## config.mk

```make
export PLATFORM = sky130hd
export DESIGN_NAME = keyword_decision_unit
export DESIGN_NICKNAME = d
export VERILOG_FILES = /design/src/rtl/kw_decision_pkg.sv /design/src/rtl/kw_argmax.sv /design/src/rtl/keyword_decision_unit.sv
export SDC_FILE = /design/constraint.sdc
export NUM_CORES = 1
export LEC_CHECK = 0
export ABC_AREA = 1
export CAP_MARGIN = 25
export CORE_UTILIZATION = 55
export DETAILED_ROUTE_END_ITERATION = 7
export GPL_TIMING_DRIVEN = 0
export PLACE_DENSITY = 0.83
export SLEW_MARGIN = 15
export SYNTH_ARGS = -nofsm -noshare
export SYNTH_HDL_FRONTEND = slang
export SYNTH_SLANG_ARGS = --single-unit
```

## constraint.sdc

```tcl
create_clock -name clk -period 5.18 [get_ports clk]
set_clock_uncertainty 0.15 [all_clocks]
set_input_delay 1.036 -clock clk [delete_from_list [all_inputs] [get_ports clk]]
set_output_delay 1.036 -clock clk [all_outputs]
set_load 0.02 [all_outputs]
```

## src/rtl/kw_decision_pkg.sv

```systemverilog
// kw_decision_pkg
//   Shared definitions for the keyword decision path: the background class
//   index, a constant-safe ceil(log2) helper and the frame-result record
//   handed from the argmax stage to the decision stage.
//   The record fields are sized to the widest supported id/score so the
//   struct is usable for any parameterisation; producers extend into it
//   and consumers take the low ID_W / SCORE_W bits.
package kw_decision_pkg;

   localparam int BG_CLASS       = 0;
   localparam int KW_ID_MAX_W    = 16;
   localparam int KW_SCORE_MAX_W = 32;

   // ceil(log2(value)); clog2(1) == 0
   function automatic int clog2(input int value);
      int result;
      result = 0;
      for (int i = 0; i < 31; i++) begin
         if ((1 << i) < value) begin
            result = i + 1;
         end
      end
      return result;
   endfunction

   typedef struct packed {
      logic [KW_ID_MAX_W-1:0]    id;     // winning class index
      logic [KW_SCORE_MAX_W-1:0] score;  // winning score, sign-extended
      logic                      ok;     // one-cycle strobe: well-formed frame result
   } frame_result_t;

endpackage

```

## src/rtl/kw_argmax.sv

```systemverilog
// kw_argmax
//   Streaming argmax over one frame of per-class scores.
//   Ports:
//     clk, rst            clock, asynchronous active-high reset
//     score_valid         beat present (always accepted)
//     score_data          signed class score; class index = beat order
//     score_last          final beat of the frame
//     result              registered frame result; result.ok pulses one
//                         cycle after an accepted, well-formed last beat
//     frame_error         one-cycle pulse one cycle after a framing error
module kw_argmax
   import kw_decision_pkg::*;
#(
   parameter int NUM_CLASSES = 10,
   parameter int SCORE_W     = 16,
   parameter int ID_W        = 4
) (
   input  logic                      clk,
   input  logic                      rst,
   input  logic                      score_valid,
   input  logic signed [SCORE_W-1:0] score_data,
   input  logic                      score_last,
   output frame_result_t             result,
   output logic                      frame_error
);

   localparam logic [ID_W-1:0] LAST_IDX = ID_W'(NUM_CLASSES - 1);

   logic [ID_W-1:0]           idx_reg;
   logic [ID_W-1:0]           max_idx_reg;
   logic signed [SCORE_W-1:0] max_score_reg;

   logic                      is_last_idx;
   logic                      beat_error;
   logic                      take_new;
   logic [ID_W-1:0]           final_id;
   logic signed [SCORE_W-1:0] final_score;

   always_comb begin
      is_last_idx = (idx_reg == LAST_IDX);
      // Framing is broken when the last flag and the beat count disagree.
      beat_error  = score_valid && (score_last != is_last_idx);
      // Index 0 seeds the max; afterwards strict '>' keeps the lower index on ties.
      take_new    = (idx_reg == '0) || (score_data > max_score_reg);
      final_id    = take_new ? idx_reg    : max_idx_reg;
      final_score = take_new ? score_data : max_score_reg;
   end

   always_ff @(posedge clk or posedge rst) begin
      if (rst) begin
         idx_reg       <= '0;
         max_idx_reg   <= '0;
         max_score_reg <= '0;
         result        <= '0;
         frame_error   <= 1'b0;
      end else begin
         result.ok   <= 1'b0;
         frame_error <= 1'b0;
         if (score_valid) begin
            if (beat_error) begin
               idx_reg     <= '0;
               frame_error <= 1'b1;
            end else if (is_last_idx) begin
               // Snapshot the result so the next frame can start accumulating
               // in the very next cycle.
               idx_reg <= '0;
               result  <= '{id:    KW_ID_MAX_W'(final_id),
                            score: KW_SCORE_MAX_W'(final_score),
                            ok:    1'b1};
            end else begin
               idx_reg <= idx_reg + 1'b1;
               if (take_new) begin
                  max_idx_reg   <= idx_reg;
                  max_score_reg <= score_data;
               end
            end
         end
      end
   end

endmodule

```

## src/rtl/keyword_decision_unit.sv

```systemverilog
// keyword_decision_unit
//   Post-classifier decision stage: frame argmax, confidence threshold,
//   multi-frame confirmation and refractory hold-off.
//   Ports:
//     clk, rst            clock, asynchronous active-high reset
//     score_valid/data/last  per-class score stream (no backpressure)
//     cfg_threshold       signed minimum winning score, sampled at decision
//     keyword_valid       one-cycle detection pulse
//     keyword_id          last detected class (held)
//     keyword_score       winning score of last detection (held)
//     frame_error         one-cycle pulse on a malformed frame
module keyword_decision_unit
   import kw_decision_pkg::*;
#(
   parameter int NUM_CLASSES = 10,
   parameter int SCORE_W     = 16,
   parameter int ID_W        = 4,
   parameter int CONFIRM     = 3,
   parameter int REFRACTORY  = 8
) (
   input  logic                      clk,
   input  logic                      rst,
   input  logic                      score_valid,
   input  logic signed [SCORE_W-1:0] score_data,
   input  logic                      score_last,
   input  logic signed [SCORE_W-1:0] cfg_threshold,
   output logic                      keyword_valid,
   output logic [ID_W-1:0]           keyword_id,
   output logic signed [SCORE_W-1:0] keyword_score,
   output logic                      frame_error
);

   localparam int STREAK_W = (clog2(CONFIRM + 1) < 1) ? 1 : clog2(CONFIRM + 1);
   localparam int REFR_W   = (clog2(REFRACTORY + 1) < 1) ? 1 : clog2(REFRACTORY + 1);
   localparam logic [STREAK_W-1:0] CONFIRM_V = STREAK_W'(CONFIRM);
   localparam logic [REFR_W-1:0]   REFR_V    = REFR_W'(REFRACTORY);

   frame_result_t frame_res;

   kw_argmax #(
      .NUM_CLASSES (NUM_CLASSES),
      .SCORE_W     (SCORE_W),
      .ID_W        (ID_W)
   ) u_argmax (
      .clk         (clk),
      .rst         (rst),
      .score_valid (score_valid),
      .score_data  (score_data),
      .score_last  (score_last),
      .result      (frame_res),
      .frame_error (frame_error)
   );

   logic [STREAK_W-1:0]       streak_reg, streak_next;
   logic [ID_W-1:0]           cand_reg, cand_next;
   logic [REFR_W-1:0]         refr_reg, refr_next;
   logic                      fire;
   logic                      passes;
   logic [ID_W-1:0]           winner_id;
   logic signed [SCORE_W-1:0] winner_score;

   // The record carries widened fields; only the low bits matter here.
   logic unused_result_bits;
   assign unused_result_bits = ^frame_res;

   always_comb begin
      winner_id    = frame_res.id[ID_W-1:0];
      winner_score = $signed(frame_res.score[SCORE_W-1:0]);
      passes       = (winner_id != ID_W'(BG_CLASS)) && (winner_score >= cfg_threshold);

      streak_next = streak_reg;
      cand_next   = cand_reg;
      refr_next   = refr_reg;
      fire        = 1'b0;

      if (frame_error) begin
         // Discarded frame breaks confirmation but does not age refractory.
         streak_next = '0;
         cand_next   = '0;
      end else if (frame_res.ok) begin
         if (!passes) begin
            streak_next = '0;
            cand_next   = '0;
         end else if (winner_id == cand_reg) begin
            streak_next = (streak_reg == CONFIRM_V) ? CONFIRM_V : streak_reg + 1'b1;
         end else begin
            cand_next   = winner_id;
            streak_next = STREAK_W'(1);
         end

         // Fire only on the frame where the streak first reaches CONFIRM;
         // a saturated streak (same candidate) never re-fires, so a
         // confirmation swallowed by refractory is not fired later.
         fire = passes && (streak_next == CONFIRM_V) &&
                ((streak_reg != CONFIRM_V) || (winner_id != cand_reg)) &&
                (refr_reg == '0);

         if (fire) begin
            refr_next = REFR_V;
         end else if (refr_reg != '0) begin
            refr_next = refr_reg - 1'b1;
         end
      end
   end

   always_ff @(posedge clk or posedge rst) begin
      if (rst) begin
         streak_reg    <= '0;
         cand_reg      <= '0;
         refr_reg      <= '0;
         keyword_valid <= 1'b0;
         keyword_id    <= '0;
         keyword_score <= '0;
      end else begin
         streak_reg    <= streak_next;
         cand_reg      <= cand_next;
         refr_reg      <= refr_next;
         keyword_valid <= fire;
         if (fire) begin
            keyword_id    <= winner_id;
            keyword_score <= winner_score;
         end
      end
   end

endmodule
```

==> results of run 1 <==
==> worst register-to-register path: cells and delay by family (launching register included) <==
family	cells	cell delay [ps]
flops	1	360
fa+ha+maj	1	250
simple gates	6	860
buf+inv	2	520
compound gates	3	340
==> Yosys cell counts <==
master | instances | area [µm²]
nand3_2 | 1 | 10.0
nand3_1 | 79 | 395
a21oi_1 | 13 | 65.1
inv_4 | 1 | 6.26
and3_1 | 1 | 6.26
nor2_1 | 19 | 71.3
inv_2 | 6 | 22.5
nor2_2 | 2 | 12.5
or2_0 | 1 | 6.26
buf_2 | 8 | 40.0
a211oi_1 | 1 | 7.51
o311ai_0 | 1 | 8.76
nor3_1 | 5 | 25.0
nand4_1 | 6 | 37.5
nand2_1 | 146 | 548
a31oi_1 | 1 | 6.26
o21ai_0 | 15 | 75.1
buf_1 | 2 | 7.51
buf_6 | 2 | 22.5
o21bai_1 | 1 | 7.51
nor2_4 | 2 | 22.5
xor2_1 | 5 | 43.8
ha_1 | 34 | 425
nand3_4 | 1 | 17.5
o21ai_1 | 37 | 185
a21o_1 | 2 | 15.0
nand2_2 | 3 | 18.8
dfrtp_1 | 77 | 1930
inv_1 | 88 | 330
clkbuf_1 | 6 | 22.5
==> path summary, 6_finish.rpt <==
path | end | slack, ps | cells after the start
worst max-delay path | u_argmax.result[35] | 1870 | 12
worst min-delay path | keyword_id[2] | 330 | 2
worst max register to register | u_argmax.result[35] | 2600 | 12
worst min register to register | keyword_id[2] | 330 | 2
max in group asynchronous | keyword_score[10] | 3490 | 3
min in group asynchronous | streak_reg[1] | 820 | 2
==> kinds of logic after synthesis <==
kind of cell	count (synthesis)	share of synthesized area
and+or+nand+nor	266	0.267
DFF	77	0.439
xor gates and xnor gates	5	0.00998
adders and majority gates	34	0.0969
buffers and inverters	113	0.103
AOI/OAI and AO/OA	71	0.0844
==> power by group <==
part           switching, µW  total (µW)  internal, µW
logic                    490         758           268
clock network            226         497           272
registers               95.7         832           736
total                    811        2090          1280
==> cell type report <==
class,count,share of cell area
plain buffers,18,0.0174
clock buffers,10,0.0239
clock inverters,6,0.0164
inverters,95,0.0678
multi-input cells,376,0.377
flip-flops and latches,77,0.361
well taps,102,0.0239
repair buffers,58,0.112
==> stage by stage <==
stage / hold slack (ps) / total power (µW)
6_report: 333 / 2090
5_1_grt: 366 / 2240
4_1_cts: 340 / 2080
3_5_place_dp: 322 / 1580
3_3_place_gp: 315 / 1530
2_1_floorplan: 299 / 1370
==> per-layer routing <==
metal / global-route usage / part of all wire / vias up
li1: - / - / 1959
met1: 0.343 / 0.46 / 1787
met2: 0.432 / 0.48 / 124
met3: 0.0352 / 0.047 / 16
met4: 0.0966 / 0.017 / 0
met5: 0 / 0 / -
==> flow_summary.json, run 1 <==
{
  "fill_cells": 598,
  "drcViolationCount": 0,
  "clock_path_buffers": 2,
  "worst_hold_path_type": "reg2reg",
  "first_global_vias": 3733,
  "timing.final.crit_share": 0.638,
  "p_leak_uw": 0.00290,
  "yosysWarnings": 0,
  "design.core.area_um2": 7730,
  "synth_area_um2": 4390,
  "grt_usage": 0.258,
  "clock_sinks": 77,
  "fmax_mhz": 303,
  "grt.overflow.total": 0,
  "syn_inst": 566,
  "yosysUniqueCellTypes": 30,
  "io_buffers": 57,
  "ys_ff_latch": 77,
  "die_x_um": 91.3,
  "regArea_um2": 1930,
  "hpwlAfterDp_mm": 7.47,
  "via_count": 3886,
  "cts_resized": 0,
  "numCtsBuffers": 9,
  "crit_chain": "clkdlybuf4s50_1 > ha_1 > a21o_1 > nand3_1 > a21oi_1 > nor2_1 > nand3_1 > nand3_1 > clkbuf_1 > nand3_1 > nand3_1 > o21ai_1",
  "cp.required_ps": 5260,
  "crit_start": "score_data[9]",
  "ir_drop_v": 0.000202,
  "die_h_um": 91.3,
  "max-cap-violations": 0,
  "grt_setup_unrepaired": "false",
  "worstSetupStartpointType": "primary input",
  "outcome": "finished clean",
  "power-per-cell-area_nw_per_um2": 391,
  "fin_nets": 705,
  "grt_pass1_wl_mm": 17.1,
  "ant_nets": 0,
  "clk_pin_slew_ps": 90,
  "largest_reg_flops": 21,
  "cts_hold_buf": 0,
  "cp.buffers_inverters": 2,
  "drive_above_1_share": 0.0672,
  "num_antenna_cells": 0,
  "pre_cts_ws_ps": 1550,
  "rr_startpoint": "u_argmax.max_score_reg[9]",
  "dp.cells": 726,
  "start_util": 0.568,
  "multi_input_area_um2": 2010,
  "fin_ws_ps": 1870,
  "antenna_found_initial": 0,
  "drt_wl_total_mm": 9.86,
  "via_per_inst": 5.24,
  "slew-limit-headroom": 0.651,
  "min_period_ps": 3310,
  "place.gp.congestion": 0.880,
  "worstPathArrival_ps": 3380,
  "row_count": 32,
  "syn-num-nets": 636,
  "worstMarginPinSlew_ps": 523,
  "min_from": "keyword_id[2]",
  "fin_cells": 742,
  "critPathTopFamily": "simple AND/OR/NAND/NOR gates",
  "maxSlewViolCount": 0,
  "hold_viol_final": 0,
  "insertion_delay_ps": 350,
  "io_pins": 58,
  "grt_max_degree": 60,
  "final_cell_area_um2": 5330,
  "max_stage_delay_ps": 420,
  "place_area_um2": 5120,
  "fin_tns_setup_ps": 0,
  "mostFrequentLayoutCell": "nand2_1",
  "syn_area_per_cell_um2": 7.75,
  "die_area_um2": 8340,
  "cp-end-kind": "flip-flop",
  "cts_root_buf": "clkbuf_8",
  "final_cell_mix": "nand2_1 (146), inv_1 (87), nand3_1 (79)",
  "cpMostUsedCell": "nand3_1",
  "cts_setup_buffers": 0,
  "wire_per_inst_um": 13.3,
  "h-tree-depth": 3,
  "area_delta_synth_final_pct": 21.5,
  "cts_tree": "built",
  "ys_seq_area_frac": 0.439,
  "drt-initial-drc-count": 237,
  "crit_type": "in2reg",
  "cp_max_fo": 10,
  "finalSetupViolCount": 0,
  "post-route-util": 0.690,
  "drt-pass1-iter-count": 5,
  "cpMaxStageDelayCell": "clkdlybuf4s50_1"
}
Power figures use the tool's default switching activity.
==> run 2: changes to the inputs <==
==> constraint.sdc (replaced) <==
create_clock -name clk -period 3.3 [get_ports clk]
set_clock_uncertainty 0.15 [all_clocks]
set_input_delay 0.66 -clock clk [delete_from_list [all_inputs] [get_ports clk]]
set_output_delay 0.66 -clock clk [all_outputs]
set_load 0.02 [all_outputs]
==> results of run 2 <==
The final DEF is identical to that of run 1. Status: finished clean.
Among the figures that moved: setup slack after placement 1550 ps -> 49.5 ps; setup slack after layout 1870 ps -> 371 ps; register-to-register setup slack 2600 ps -> 720 ps; total power 2090 µW -> 3280 µW; worst IR drop on VDD 0.000202 V -> 0.000318 V
==> run 3: changes to the inputs <==
--- a/config.mk
+++ b/config.mk
@@ -11,6 +11,7 @@
 export DETAILED_ROUTE_END_ITERATION = 7
 export GPL_TIMING_DRIVEN = 0
 export PLACE_DENSITY = 0.83
+export SKIP_LAST_GASP = 1
 export SLEW_MARGIN = 15
 export SYNTH_ARGS = -nofsm -noshare
 export SYNTH_HDL_FRONTEND = slang
==> results of run 3 <==
The final DEF is identical to that of run 1. Status: finished clean.
Among the figures that moved: setup slack after placement 1550 ps -> 49.5 ps; setup slack after layout 1870 ps -> 371 ps; register-to-register setup slack 2600 ps -> 720 ps; total power 2090 µW -> 3280 µW; worst IR drop on VDD 0.000202 V -> 0.000318 V
